==> src/rtl/axis_depacketizer_pacer_if.sv <==
// AXI-Stream bundle used for both the packet input (slave side) and the paced
// sample output (master side) of axis_depacketizer_pacer.
interface axis_depacketizer_pacer_if #(
  parameter int DATA_WIDTH = 16
);
  logic                  tvalid;
  logic                  tready;
  logic [DATA_WIDTH-1:0] tdata;
  logic                  tlast;

  modport master (output tvalid, output tdata, output tlast, input tready);
  modport slave  (input tvalid, input tdata, input tlast, output tready);
endinterface

==> src/rtl/axis_depacketizer_pacer.sv <==
// Buffers one SMPLS-sample AXIS packet, then replays it one sample per PACE_CLKS
// toward a DAC sink. Define AXIS_DEPKT_TLAST_CHECK_EN to enable tlast position checking.
//
// state | meaning
// LOAD  | s_axis tready high, packet beats written into sample_buf
// PLAY  | s_axis stalled, sample_buf replayed on m_axis at the pace rate
module axis_depacketizer_pacer #(
  parameter int ACLK        = 100_000_000,
  parameter int SMPLS       = 30,
  parameter int FSMPL       = 200,
  parameter int DATA_WIDTH  = 16,
  parameter int INTRPT_CLKS = 4
) (
  input  logic                      aclk,
  input  logic                      aresetn,
  axis_depacketizer_pacer_if.slave  s_axis,
  axis_depacketizer_pacer_if.master m_axis,
  output logic                      m_axis_interrupt,
  output logic                      late_err,
  output logic                      pkt_err
);
  localparam int PACE_CLKS = ACLK / FSMPL;
  localparam int IW = $clog2(SMPLS);
  localparam int PW = $clog2(PACE_CLKS);
  localparam int QW = $clog2(INTRPT_CLKS + 1);
  localparam logic [IW-1:0] LAST_IDX = IW'(SMPLS - 1);
  localparam logic [PW-1:0] PACE_TOP = PW'(PACE_CLKS - 1);
  localparam logic [QW-1:0] INTR_LEN = QW'(INTRPT_CLKS);

  typedef enum logic {LOAD, PLAY} state_t;

  state_t                state;
  logic [IW-1:0]         wr_idx;
  logic [IW-1:0]         rd_idx;
  logic [IW-1:0]         rd_next;
  logic [PW-1:0]         pace_cnt;
  logic [QW-1:0]         intr_cnt;
  logic                  s_ready_r;
  logic                  m_valid_r;
  logic [DATA_WIDTH-1:0] m_data_r;
  logic [DATA_WIDTH-1:0] sample_buf [SMPLS];

  logic s_fire;
  logic m_fire;
  logic tick;
  logic early_tlast;
  logic missing_tlast;

  assign s_axis.tready = s_ready_r;
  assign m_axis.tvalid = m_valid_r;
  assign m_axis.tdata  = m_data_r;
  assign m_axis.tlast  = 1'b0;

  assign s_fire  = (state == LOAD) && s_axis.tvalid && s_ready_r;
  assign m_fire  = m_valid_r && m_axis.tready;
  assign tick    = (pace_cnt == '0);
  assign rd_next = m_fire ? rd_idx + 1'b1 : rd_idx;

`ifdef AXIS_DEPKT_TLAST_CHECK_EN
  assign early_tlast   = s_axis.tlast && (wr_idx != LAST_IDX);
  assign missing_tlast = !s_axis.tlast && (wr_idx == LAST_IDX);
`else
  logic unused_tlast;
  assign unused_tlast  = s_axis.tlast;
  assign early_tlast   = 1'b0;
  assign missing_tlast = 1'b0;
`endif

  // Packet storage carries no reset; its contents are rewritten before every replay.
  always_ff @(posedge aclk) begin
    if (aresetn && s_fire && !early_tlast)
      sample_buf[wr_idx] <= s_axis.tdata;
  end

  always_ff @(posedge aclk) begin
    if (!aresetn) begin
      state            <= LOAD;
      wr_idx           <= '0;
      rd_idx           <= '0;
      pace_cnt         <= '0;
      s_ready_r        <= 1'b0;
      m_valid_r        <= 1'b0;
      m_data_r         <= '0;
      late_err         <= 1'b0;
      pkt_err          <= 1'b0;
      intr_cnt         <= INTR_LEN;
      m_axis_interrupt <= 1'b0;
    end else begin
      if (intr_cnt != '0) begin
        m_axis_interrupt <= 1'b1;
        intr_cnt         <= intr_cnt - 1'b1;
      end else begin
        m_axis_interrupt <= 1'b0;
      end

      case (state)
        LOAD: begin
          s_ready_r <= 1'b1;
          if (s_fire) begin
            if (early_tlast) begin
              pkt_err <= 1'b1;
              wr_idx  <= '0;
            end else if (wr_idx == LAST_IDX) begin
              state     <= PLAY;
              wr_idx    <= '0;
              s_ready_r <= 1'b0;
              pace_cnt  <= PACE_TOP;
              if (missing_tlast)
                pkt_err <= 1'b1;
            end else begin
              wr_idx <= wr_idx + 1'b1;
            end
          end
        end

        PLAY: begin
          s_ready_r <= 1'b0;
          pace_cnt  <= tick ? PACE_TOP : pace_cnt - 1'b1;
          if (m_fire && (rd_idx == LAST_IDX)) begin
            state            <= LOAD;
            rd_idx           <= '0;
            m_valid_r        <= 1'b0;
            s_ready_r        <= 1'b1;
            m_axis_interrupt <= 1'b1;
            intr_cnt         <= INTR_LEN - 1'b1;
          end else begin
            rd_idx <= rd_next;
            // A tick only counts as late if the sink is still holding off this cycle.
            if (tick) begin
              if (m_valid_r && !m_axis.tready) begin
                late_err <= 1'b1;
              end else begin
                m_valid_r <= 1'b1;
                m_data_r  <= sample_buf[rd_next];
              end
            end else if (m_fire) begin
              m_valid_r <= 1'b0;
            end
          end
        end
      endcase
    end
  end
endmodule

==> src/flat_wrapper.sv <==
// flat-port wrapper written by rule: the top's interface ports become plain ports
module axis_depacketizer_pacer_flat 
#(
  parameter int ACLK        = 100_000_000,
  parameter int SMPLS       = 30,
  parameter int FSMPL       = 200,
  parameter int DATA_WIDTH  = 16,
  parameter int INTRPT_CLKS = 4
)
  (aclk, aresetn, m_axis_interrupt, late_err, pkt_err, s_axis_tvalid, s_axis_tdata, s_axis_tlast, s_axis_tready, m_axis_tvalid, m_axis_tdata, m_axis_tlast, m_axis_tready);
  axis_depacketizer_pacer_if #(.DATA_WIDTH(DATA_WIDTH)) s_axis_i ();
  axis_depacketizer_pacer_if #(.DATA_WIDTH(DATA_WIDTH)) m_axis_i ();
  input  logic aclk;
  input  logic aresetn;
  output logic m_axis_interrupt;
  output logic late_err;
  output logic pkt_err;
  input wire logic [$bits(s_axis_i.tvalid)-1:0] s_axis_tvalid;
  input wire logic [$bits(s_axis_i.tdata)-1:0] s_axis_tdata;
  input wire logic [$bits(s_axis_i.tlast)-1:0] s_axis_tlast;
  output wire logic [$bits(s_axis_i.tready)-1:0] s_axis_tready;
  output wire logic [$bits(m_axis_i.tvalid)-1:0] m_axis_tvalid;
  output wire logic [$bits(m_axis_i.tdata)-1:0] m_axis_tdata;
  output wire logic [$bits(m_axis_i.tlast)-1:0] m_axis_tlast;
  input wire logic [$bits(m_axis_i.tready)-1:0] m_axis_tready;
  assign s_axis_i.tvalid = s_axis_tvalid;
  assign s_axis_i.tdata = s_axis_tdata;
  assign s_axis_i.tlast = s_axis_tlast;
  assign s_axis_tready = s_axis_i.tready;
  assign m_axis_tvalid = m_axis_i.tvalid;
  assign m_axis_tdata = m_axis_i.tdata;
  assign m_axis_tlast = m_axis_i.tlast;
  assign m_axis_i.tready = m_axis_tready;
  axis_depacketizer_pacer #(.ACLK(ACLK), .SMPLS(SMPLS), .FSMPL(FSMPL), .DATA_WIDTH(DATA_WIDTH), .INTRPT_CLKS(INTRPT_CLKS)) u_core (.aclk(aclk), .aresetn(aresetn), .s_axis(s_axis_i), .m_axis(m_axis_i), .m_axis_interrupt(m_axis_interrupt), .late_err(late_err), .pkt_err(pkt_err));
endmodule
==> config.mk <==
export PLATFORM = sky130hd
export DESIGN_NAME = axis_depacketizer_pacer_flat
export DESIGN_NICKNAME = d
export VERILOG_FILES = /design/src/rtl/axis_depacketizer_pacer_if.sv /design/src/rtl/axis_depacketizer_pacer.sv /design/src/flat_wrapper.sv
export SDC_FILE = /design/constraint.sdc
export NUM_CORES = 1
export LEC_CHECK = 0
export CAP_MARGIN = 20
export CORE_ASPECT_RATIO = 1.75
export CORE_UTILIZATION = 40
export DETAILED_ROUTE_END_ITERATION = 8
export HOLD_SLACK_MARGIN = 0.03
export PLACE_DENSITY = 0.51
export SLEW_MARGIN = 20
export SYNTH_ARGS = -nofsm -noshare
export SYNTH_HDL_FRONTEND = slang
export SYNTH_SLANG_ARGS = --single-unit
==> constraint.sdc <==
create_clock -name aclk -period 4.3 [get_ports aclk]
set_clock_uncertainty 0.15 [all_clocks]
set_input_delay 0.645 -clock aclk [delete_from_list [all_inputs] [get_ports aclk]]
set_output_delay 0.645 -clock aclk [all_outputs]
set_load 0.01 [all_outputs]
### Word level (Yosys, flattened, before mapping)

Memory sizes are Yosys's and may differ from the RTL's. A register that Yosys moved wholly into a read port is not among the register bits.
Cells that the tools add are included.

| storage, ports and cells | value |
|---|---|
| word-level logic and storage cells | 65 |
| output and inout port bits | 22 |
| register bits | 37 |
| bits of input ports | 21 |
| memories | 1 |
| RAM bits | 480 |

Memories:

| name | depth | bits a word | rd ports | clocked after Yosys merged registers in | wr ports | line | text |
|---|---|---|---|---|---|---|---|
| u_core.sample_buf | 30 | 16 | 1 | 1 | 1 | axis_depacketizer_pacer.sv:41 | `logic [DATA_WIDTH-1:0] sample_buf [SMPLS];` |

| operators by class | value |
|---|---|
| eq/ne operators | 5 |
| reduce and logical (&&, ||, !) cells | 16 |
| multiplexer cells | 27 |
| bitwise operators | 3 |
| $add $sub $neg | 4 |

Operators with widths:

| operator | count |
|---|---|
| $mux W19 | 3 |
| $pmux W19 S2 | 1 |
| $logic_not A19 Y1 | 1 |
| $sub A19 B1 Y19 const B | 1 |
| $mux W1 | 15 |
| $mux W5 | 3 |
| $add A5 B1 Y5 const B | 2 |
| $eq A5 B5 Y1 const B | 2 |
| $mux W3 | 3 |
| $reduce_and A4 Y1 | 2 |
| $logic_and A1 B1 Y1 | 6 |
| $reduce_bool A3 Y1 | 2 |
| $pmux W1 S2 | 2 |
| $reduce_and A2 Y1 | 2 |
| $ne A3 B3 Y1 const B | 1 |
| $not A1 Y1 | 3 |
| $reduce_and A3 Y1 | 1 |
| $sub A3 B1 Y3 const B | 1 |
| $logic_not A1 Y1 | 2 |
| $ne A2 B1 Y1 const B | 1 |
| $ne A2 B2 Y1 const B | 1 |

### Depth between registers and ports, before layout

Gate-level depths: netlist of the first run.

| logic depth | value |
|---|---|
| depth in word-level cells | 6 |
| mapped depth | 15 |
| mapped depth without buffers | 9 |

### Least setup slack after synthesis of the first run

Ideal clock, no wire load.

| path | value |
|---|---|
| kind | flip-flop to flip-flop |
| start point | register u_core.rd_idx[1] |
| end point | register u_core.m_data_r[15], in the netlist u_core.m_axis.tdata[15], read port of u_core.sample_buf |
| buffers on the path | 6 |
| setup slack | 1.057 ns |
| data arrival time | 2.976 ns |
| setup time | 0.117 ns |
| stages on the path, launching flop included | 15 |
| cell sequence | dfxtp_1 > buf_2 > buf_2 > inv_1 > clkbuf_1 > ha_1 > buf_2 > clkbuf_1 > clkbuf_1 > a21oi_1 > a221oi_1 > nor2_1 > a21oi_1 > nand3_1 > a32o_1 |

| between the ends | value |
|---|---|
| word-level cells in the longest chain between the ends | 4 |

RTL lines:

| what | line | text |
|---|---|---|
| start, declared | axis_depacketizer_pacer.sv:34 | `logic [IW-1:0] rd_idx;` |
| start signal, assigned | axis_depacketizer_pacer.sv:127 | `rd_idx <= rd_next;` |
| parallel branches: the longest is 4 deep, another holds $add A5 B1 Y5 | - |  |
| end, declared | axis_depacketizer_pacer.sv:40 | `logic [DATA_WIDTH-1:0] m_data_r;` |

Several ways; the timed one is not identified.
A chain may end at the register's enable or synchronous reset.

### Worst setup path in the final report of the first run

| path | value |
|---|---|
| start point | register u_core.rd_idx[1] |
| end point | register u_core.m_data_r[14], in the netlist u_core.m_axis.tdata[14], read port of u_core.sample_buf |

The elaborated chain is that of the path after synthesis.

==> reports/qor_table.md, run 1 <==
| Step | Parameter | Reported |
|---|---|---|
| clocking | H-tree depth | 2 |
| worst setup path | Type of the setup path with the least slack | reg2reg |
| clocking | Clock Tree Root | clkbuf_16 |
| logic synthesis | Post-synthesis area per instance | 12.7 um^2 |
| finish | Share of cells above drive strength 1 | 13.2% |
| floorplanning | Number of top-level pins | 43 |
| sta | Highest achievable clock rate | 0.293 GHz |
| placed design | Instance area after placement | 25,800 um^2 |
| worst setup path | Startpoint of the worst register-to-register path | u_core.rd_idx[1] |
| sta | Ratio of final minimum period to clock period | 79.4% |
| sta | Fin crit period | 3.41 ns |
| placed design | Total of buffers placed on input and output ports | 39 |
| sta | Number of failing hold endpoints at the final stage | 0 |
| logic synthesis | Post-synthesis instance area | 24,100 um^2 |
| routing | Count of TritonRoute iterations in the first routing pass | 6 |
| routing | Via Count | 17,000 |
| power and ir drop | Areal power density over the cells | 376 nW/um^2 |
| clocking | Clock-pin slew reported for the worst setup and hold paths after clock tree synthesis | 0.06 ns |
| sta | Slew at the pin with the worst max-slew slack | 0.992 ns |
| logic synthesis | #FFs+latches synth | 533 |
| logic synthesis | Most common cell in the synthesized netlist | edfxtp_1 |
| clocking | Total CTS buffers | 51 |
| logic synthesis | Number of synthesized flops with an enable pin | 480 |
| power and ir drop | Combinational fraction of design power | 2.2% |
| power and ir drop | Worst VDD drop | 0.000263 V |
| placed design | Placed wire-length estimate | 47,700 um |
| grt | Initial antenna violation count | 0 |
| floorplanning | Vertical extent of the die | 327 um |
| logic synthesis | Cell taking the most area after synthesis | edfxtp_1 |
| grt | Global-route usage over all layers | 24.5% |
| routing | Remaining DRCs | 0 |
| sta | RSZ-0062 raised after global routing | no |
| clocking | Clock Tree Buf Depth | 3 |
| clocking | Number of buffers inserted by hold repair at cts | 0 |
| worst setup path | Reg-to-Reg End | u_core.m_axis.tdata[14] |
| logic synthesis | Top cell type's share of synthesized area | 59.7% |
| clocking | Resized Gates After CTS | 0 |
| routing | DR WL/cell | 27.2 um |
| worst setup path | Worst path bufs/invs | 2 |
| finish | Post-route design area | 27,400 um^2 |
| clocking | Buffer count from post-CTS setup fixing | 0 |
| routing | Aggregate routed wire length | 75,300 um |
| logic synthesis | Synthesized instance count | 1,906 |
| grt | Largest net degree at the start of global routing | 125 |
| logic synthesis | Post-synthesis async set-or-reset flop share | 0% |
| logic synthesis | Sequential fraction of the synthesis area | 64.1% |
| min path | Worst hold path type | reg2reg |
| power and ir drop | Internal power | 8140 uW |
| worst setup path | Arrival @ worst endpoint | 3.77 ns |
| flow run | MaxCap Viol Count | 0 |
| worst setup path | Startpoint kind of the worst setup timing path | register |
| power and ir drop | Switching power as a share of total power | 21.0% |
| floorplanning | Placement Rows | 118 |
| sta | Final-report setup violation count | 0 |
| power and ir drop | Static Leak | 0.00917 uW |
| worst setup path | Critical path capture point type | register |
| clocking | Clock sink count | 533 |
| worst setup path | Crit path capture | u_core.m_axis.tdata[14] |
| worst setup path | CP max stage delay | 0.58 ns |
| finish | Total number of nets in the final design | 1,980 |
| floorplanning | Die footprint | 61,300 um^2 |
| floorplanning | Die width | 188 um |
| power and ir drop | Net switching power of the design | 2160 uW |
| grt | Global route overflow | 0 |
| power and ir drop | Part of the total power dissipated in sequential elements | 55.1% |
| logic synthesis | Main flop type after synthesis | edfxtp_1 |
| routing | Via/cell ratio | 6.12 |
| grt | Wire length of the first global-routing pass | 112,000 um |
| clocking | Clock tree from TritonCTS | built |
| worst setup path | Dominant delay contributor by cell family on the critical path | compound AO/OA/AOI/OAI gates |
| routing | Initial DRC count | 1,538 |
| sta | Final Max Tran Viols | 0 |
| placed design | Final GP Congestion | 0.809 |
| routing | Post-detailed-route count of antenna-violating nets | 0 |
| logic synthesis | Ranking of synthesized cells by area | edfxtp_1 60%, mux2i_1 5.1%, dfxtp_1 4.4% |
| clocking | Skew-Pair Late Insertion Delay | 0.61 ns |
| power and ir drop | Clock group share of total power | 42.7% |
| logic synthesis | Most used standard cells in the synthesized netlist | 480 x edfxtp_1, 147 x nand2_1, 138 x a21oi_1 |
| logic synthesis | Synth warn | 0 |
| finish | Synth-to-Final Area Change | 13.4% |
| worst setup path | Start point of the critical path | u_core.rd_idx[1] |
| worst setup path | Levels on crit path | 8 |
| status | Result of the run | completed |
| floorplanning | Effective utilization at floorplan | 40.6% |
| worst setup path | List of cells traversed by the critical path | inv_1, ha_4, buf_12, mux2i_1, mux4_2, a21oi_1, a21oi_1, o41ai_2 |
| worst setup path | Critical path required time | 4.65 ns |
| grt | Via count of the first global-routing pass | 17,100 |
| sta | Post-route setup TNS | 0 ns |
| worst setup path | Cell type with the highest occurrence count on the critical path | a21oi_1 |
| worst setup path | Reg2Reg Depth | 8 |
| logic synthesis | Number of distinct standard cells referenced by the synthesized netlist | 80 |
| sta | Worst slew margin relative to its limit | 33.5% |
| worst setup path | Setup slack of the most critical reg-to-reg path | 0.89 ns |
| floorplanning | Area of the placeable core | 59,400 um^2 |
| worst setup path | Cell with the largest stage delay on the worst path | ha_4 |
| worst setup path | Worst-path maximum fanout | 57 |
worst register-to-register path, cell delays in order (launching register included):
cell     delay [ns]
dfxtp_4        0.51
inv_1          0.14
ha_4           0.58
buf_12         0.39
mux2i_1        0.18
mux4_2         0.50
a21oi_1        0.30
a21oi_1        0.22
o41ai_2        0.35
cell usage in the layout (no fill, tap or decap), drive strengths merged, types with 44 or more instances in the layout:
cell type	count
nand2	147
edfxtp	480
mux2i	123
o22ai	71
nor2	89
clkbuf	67
dfxtp	53
nand3	107
a31oi	44
a21oi	138
nor3	50
a22oi	52
buf	113
o21ai	65
power by group through the flow:
stage	clock network, uW	logic [uW]	registers, uW
2_1_floorplan	0	86.4	5780
3_3_place_gp	0	227	5780
3_5_place_dp	0	235	5780
4_1_cts	4480	236	5670
5_1_grt	4640	257	5670
6_report	4390	231	5670
flip-flops by register name, indices dropped and copies added (netlist names):
signal and cells:
u_core.state 1, u_core.sample_buf 480, u_core.pace_cnt 19, u_core.wr_idx 5, u_core.intr_cnt 3, u_core.m_axis.tdata 16
u_core.m_axis.tvalid 1, u_core.rd_idx 5, u_core.s_axis.tready 1, u_core.m_axis_interrupt 1, u_core.late_err 1
layout make-up:
class,count,area (um^2)
fillers,5382,32000
flip-flops and latches,533,15500
multi-input cells,1201,8010
clock buffers,67,1360
repair buffers,148,1260
well taps,780,976
clock inverters,27,219
inverters,14,52.6
diodes,1,2.50
metrics by stage:
step                total power (uW)  hold WS (ns)  std cells  setup slack [ns]  utilization, %
floorplan                       5870         0.287       1907              1.06               -
global placement                6010         0.301       2676             0.465            43.5
detailed placement              6020         0.320       2676             0.433            43.5
CTS                            10400         0.333       2770             0.913            46.1
global route                   10600         0.355       2770             0.771            46.1
finish                         10300         0.324       2771             0.886            46.1
worst min-delay path by stage:
stage	cells past startpoint	to	start	slack, ns
2_1_floorplan	2	u_core.pace_cnt[16]	u_core.pace_cnt[16]	0.29
3_3_place_gp	2	u_core.pace_cnt[16]	u_core.pace_cnt[16]	0.30
3_5_place_dp	2	u_core.late_err	u_core.late_err	0.32
4_1_cts	2	u_core.pace_cnt[16]	u_core.pace_cnt[16]	0.33
5_1_grt	2	u_core.late_err	u_core.late_err	0.36
6_report	2	u_core.late_err	u_core.late_err	0.32
per-layer routing:
layer  up-vias  global-route usage (%)  routed length, um
li1       7613                       -                  -
met1      8677                    29.4              29100
met2       570                    45.4              40500
met3       110                    2.35               3560
met4         0                    8.27               2140
met5         -                       0                  0
logic make-up after synthesis:
| family | share of synthesized area, % |
|---|---|
| buf+inv | 3.09 |
| other cells | 0.0155 |
| fa+ha+maj | 0.519 |
| flops | 64.1 |
| simple gates | 9.43 |
| compound gates | 15.3 |
| xor+xnor | 0.576 |
| mux | 6.92 |
Note: power is estimated with default switching activity, not from simulation.
==> run 2, diff against run 1 <==
==> constraint.sdc (replaced) <==
create_clock -name aclk -period 3.4 [get_ports aclk]
set_clock_uncertainty 0.15 [all_clocks]
set_input_delay 0.51 -clock aclk [delete_from_list [all_inputs] [get_ports aclk]]
set_output_delay 0.51 -clock aclk [all_outputs]
set_load 0.01 [all_outputs]
==> run 2 against run 1 <==
Against the previous run: cell area increased by 2.9%; sequential share of layout area decreased by 1.6 points; largest cell class unchanged; via count increased by 1.1%; fmax increased by 7.0%; power increased by 28%; worst setup slack got worse by 0.68 ns.
==> reports/qor_table.md, run 2 (synthesis results as in run 1) <==
| Step | Parameter | Reported | Delta |
|---|---|---|---|
| status | Result of the run | completed | unchanged |
| routing | Post-detailed-route count of antenna-violating nets | 0 | unchanged |
| floorplanning | Effective utilization at floorplan | 40.6% | unchanged |
| floorplanning | Die width | 188 um | unchanged |
| grt | Largest net degree at the start of global routing | 97 | was 125 |
| placed design | Placed wire-length estimate | 48,800 um | was 47,700 um |
| sta | Final Max Tran Viols | 0 | unchanged |
| routing | Via/cell ratio | 6.05 | was 6.12 |
| clocking | Clock Tree Root | clkbuf_16 | unchanged |
| sta | Number of failing hold endpoints at the final stage | 0 | unchanged |
| routing | Remaining DRCs | 0 | unchanged |
| finish | Most common cell after layout, fill and taps aside | edfxtp_1 | unchanged |
| routing | Initial DRC count | 1,407 | was 1,538 |
| sta | Min setup slack post-route | 0.208 ns | was 0.886 ns |
| sta | RSZ-0062 raised after global routing | no | unchanged |
| finish | Leading cell types in the layout, fill and taps excluded | 480 x edfxtp_1, 157 x buf_4, 145 x nand2_1 | was 480 x edfxtp_1, 145 x nand2_1, 138 x a21oi_1 |
| sta | Highest achievable clock rate | 0.313 GHz | was 0.293 GHz |
| finish | Finished Core Util | 47.4% | was 46.1% |
| clocking | Total CTS buffers | 51 | unchanged |
| finish | Number of flip-flops under the largest register name | 480 | unchanged |
| worst setup path | Cell with the largest stage delay on the worst path | a2111oi_0 | was ha_4 |
| sta | Post-route setup TNS | 0 ns | unchanged |
| worst setup path | CP max stage delay | 0.80 ns | was 0.58 ns |
| placed design | Final GP Congestion | 0.825 | was 0.809 |
| routing | Aggregate routed wire length | 75,200 um | was 75,300 um |
| clocking | Clock sink count | 533 | unchanged |
| placed design | Setup slack after placement | -0.113 ns | was 0.433 ns |
| clocking | Number of buffers inserted by hold repair at cts | 0 | unchanged |
| clocking | Clock Tree Buf Depth | 3 | unchanged |
| worst setup path | Type of the setup path with the least slack | reg2reg | unchanged |
| power and ir drop | Areal power density over the cells | 470 nW/um^2 | was 376 nW/um^2 |
| floorplanning | Placement Rows | 118 | unchanged |
| sta | Ratio of final minimum period to clock period | 93.9% | was 79.4% |
| clocking | Buffer count from post-CTS setup fixing | 0 | unchanged |
| sta | Fin crit period | 3.19 ns | was 3.41 ns |
| finish | Combined flip-flop and latch cell area | 15,500 um^2 | unchanged |
| floorplanning | Area of the placeable core | 59,400 um^2 | unchanged |
| power and ir drop | Worst VDD drop | 0.000384 V | was 0.000263 V |
| grt | Global-route usage over all layers | 24.3% | was 24.5% |
| worst setup path | Worst-path maximum fanout | 40 | was 57 |
| min path | Worst hold path type | reg2reg | unchanged |
| worst setup path | Critical path capture point type | register | unchanged |
| routing | Count of TritonRoute iterations in the first routing pass | 5 | was 6 |
| clocking | Resized Gates After CTS | 0 | unchanged |
| worst setup path | List of cells traversed by the critical path | inv_1, ha_4, nand3b_1, buf_4, o22ai_1, a2111oi_0, o21ai_0, nand3_1, a32o_1 | was inv_1, ha_4, buf_12, mux2i_1, mux4_2, a21oi_1, a21oi_1, o41ai_2 |
| worst setup path | Critical path required time | 3.77 ns | was 4.65 ns |
| routing | Via Count | 17,200 | was 17,000 |
| floorplanning | Vertical extent of the die | 327 um | unchanged |
| finish | Top reg by flops | u_core.sample_buf | unchanged |
| sta | Worst slew margin relative to its limit | 40.2% | was 33.5% |
| grt | Initial antenna violation count | 0 | unchanged |
| placed design | Instance area after placement | 26,500 um^2 | was 25,800 um^2 |
| clocking | Clock tree from TritonCTS | built | unchanged |
| clocking | Clock-pin slew reported for the worst setup and hold paths after clock tree synthesis | 0.06 ns | about the same |
| placed design | Total of buffers placed on input and output ports | 39 | unchanged |
| routing | DR WL/cell | 26.5 um | was 27.2 um |
| grt | Via count of the first global-routing pass | 17,000 | was 17,100 |
| finish | Number of fill cells in the layout | 5,227 | was 5,382 |
| finish | Area of combinational cells with multiple inputs | 8010 um^2 | unchanged |
| flow run | MaxCap Viol Count | 0 | unchanged |
| finish | Share of cells above drive strength 1 | 15.8% | was 13.2% |
| sta | Final-report setup violation count | 0 | unchanged |
| finish | Synth-to-Final Area Change | 16.7% | was 13.4% |
| floorplanning | Number of top-level pins | 43 | unchanged |
| clocking | Skew-Pair Late Insertion Delay | 0.59 ns | was 0.61 ns |
| grt | Wire length of the first global-routing pass | 110,000 um | was 112,000 um |
| grt | Global route overflow | 0 | unchanged |
| clocking | H-tree depth | 2 | unchanged |
| worst setup path | Arrival @ worst endpoint | 3.57 ns | was 3.77 ns |
| floorplanning | Die footprint | 61,300 um^2 | unchanged |
| sta | Slew at the pin with the worst max-slew slack | 0.875 ns | was 0.992 ns |
| worst setup path | Startpoint kind of the worst setup timing path | register | unchanged |
| sta | Worst Hold Margin | 0.311 ns | was 0.324 ns |
| power and ir drop | Static Leak | 0.00960 uW | was 0.00917 uW |
| finish | Post-route design area | 28,200 um^2 | was 27,400 um^2 |
| finish | Total number of nets in the final design | 2,048 | was 1,980 |
run 2: worst paths after layout:
path	slack, ns	startpoint	cells past startpoint	to
max	0.21	u_core.rd_idx[1]	9	u_core.m_axis.tdata[9]
min	0.31	u_core.pace_cnt[16]	2	u_core.pace_cnt[16]
max reg2reg	0.21	u_core.rd_idx[1]	9	u_core.m_axis.tdata[9]
min reg2reg	0.31	u_core.pace_cnt[16]	2	u_core.pace_cnt[16]
run 2: area by class of cell:
type                    count  area share (%)
diodes                      1         0.00889
clock buffers              67            5.00
clock inverters            26           0.911
inverters                  14           0.187
multi-input cells        1201            28.4
flip-flops and latches    533            55.0
well taps                 780            3.47
repair buffers            216            6.98
run 2: metrics by stage:
step / power (uW) / cells
2_1_floorplan: 7430 / 1907
3_3_place_gp: 7610 / 2744
3_5_place_dp: 7620 / 2744
4_1_cts: 13300 / 2837
5_1_grt: 13600 / 2837
6_report: 13200 / 2838
run 2: power breakdown:
| group | internal, uW | total, uW | switching, uW |
|---|---|---|---|
| clock | 3290 | 5740 | 2460 |
| sequential | 7160 | 7170 | 14.1 |
| combinational | 101 | 302 | 202 |
run 2: routing by layer:
| metal | global-route usage [%] | vias to the layer above | wire (um) | part of all wire [%] |
|---|---|---|---|---|
| li1 | - | 7748 | - | - |
| met5 | 0 | - | 0 | 0 |
| met3 | 2.57 | 119 | 3130 | 4.2 |
| met1 | 29.0 | 8780 | 29500 | 39 |
| met2 | 45.2 | 511 | 40500 | 54 |
| met4 | 7.74 | 0 | 2040 | 2.7 |
run 2: critical path: cells and delay by family (launching register included):
kind	cells	cell delay [ns]
and+or+nand+nor	2	0.29
buffers and inverters	2	0.52
adders and majority gates	1	0.33
DFF	1	0.41
AOI/OAI and AO/OA	4	1.37
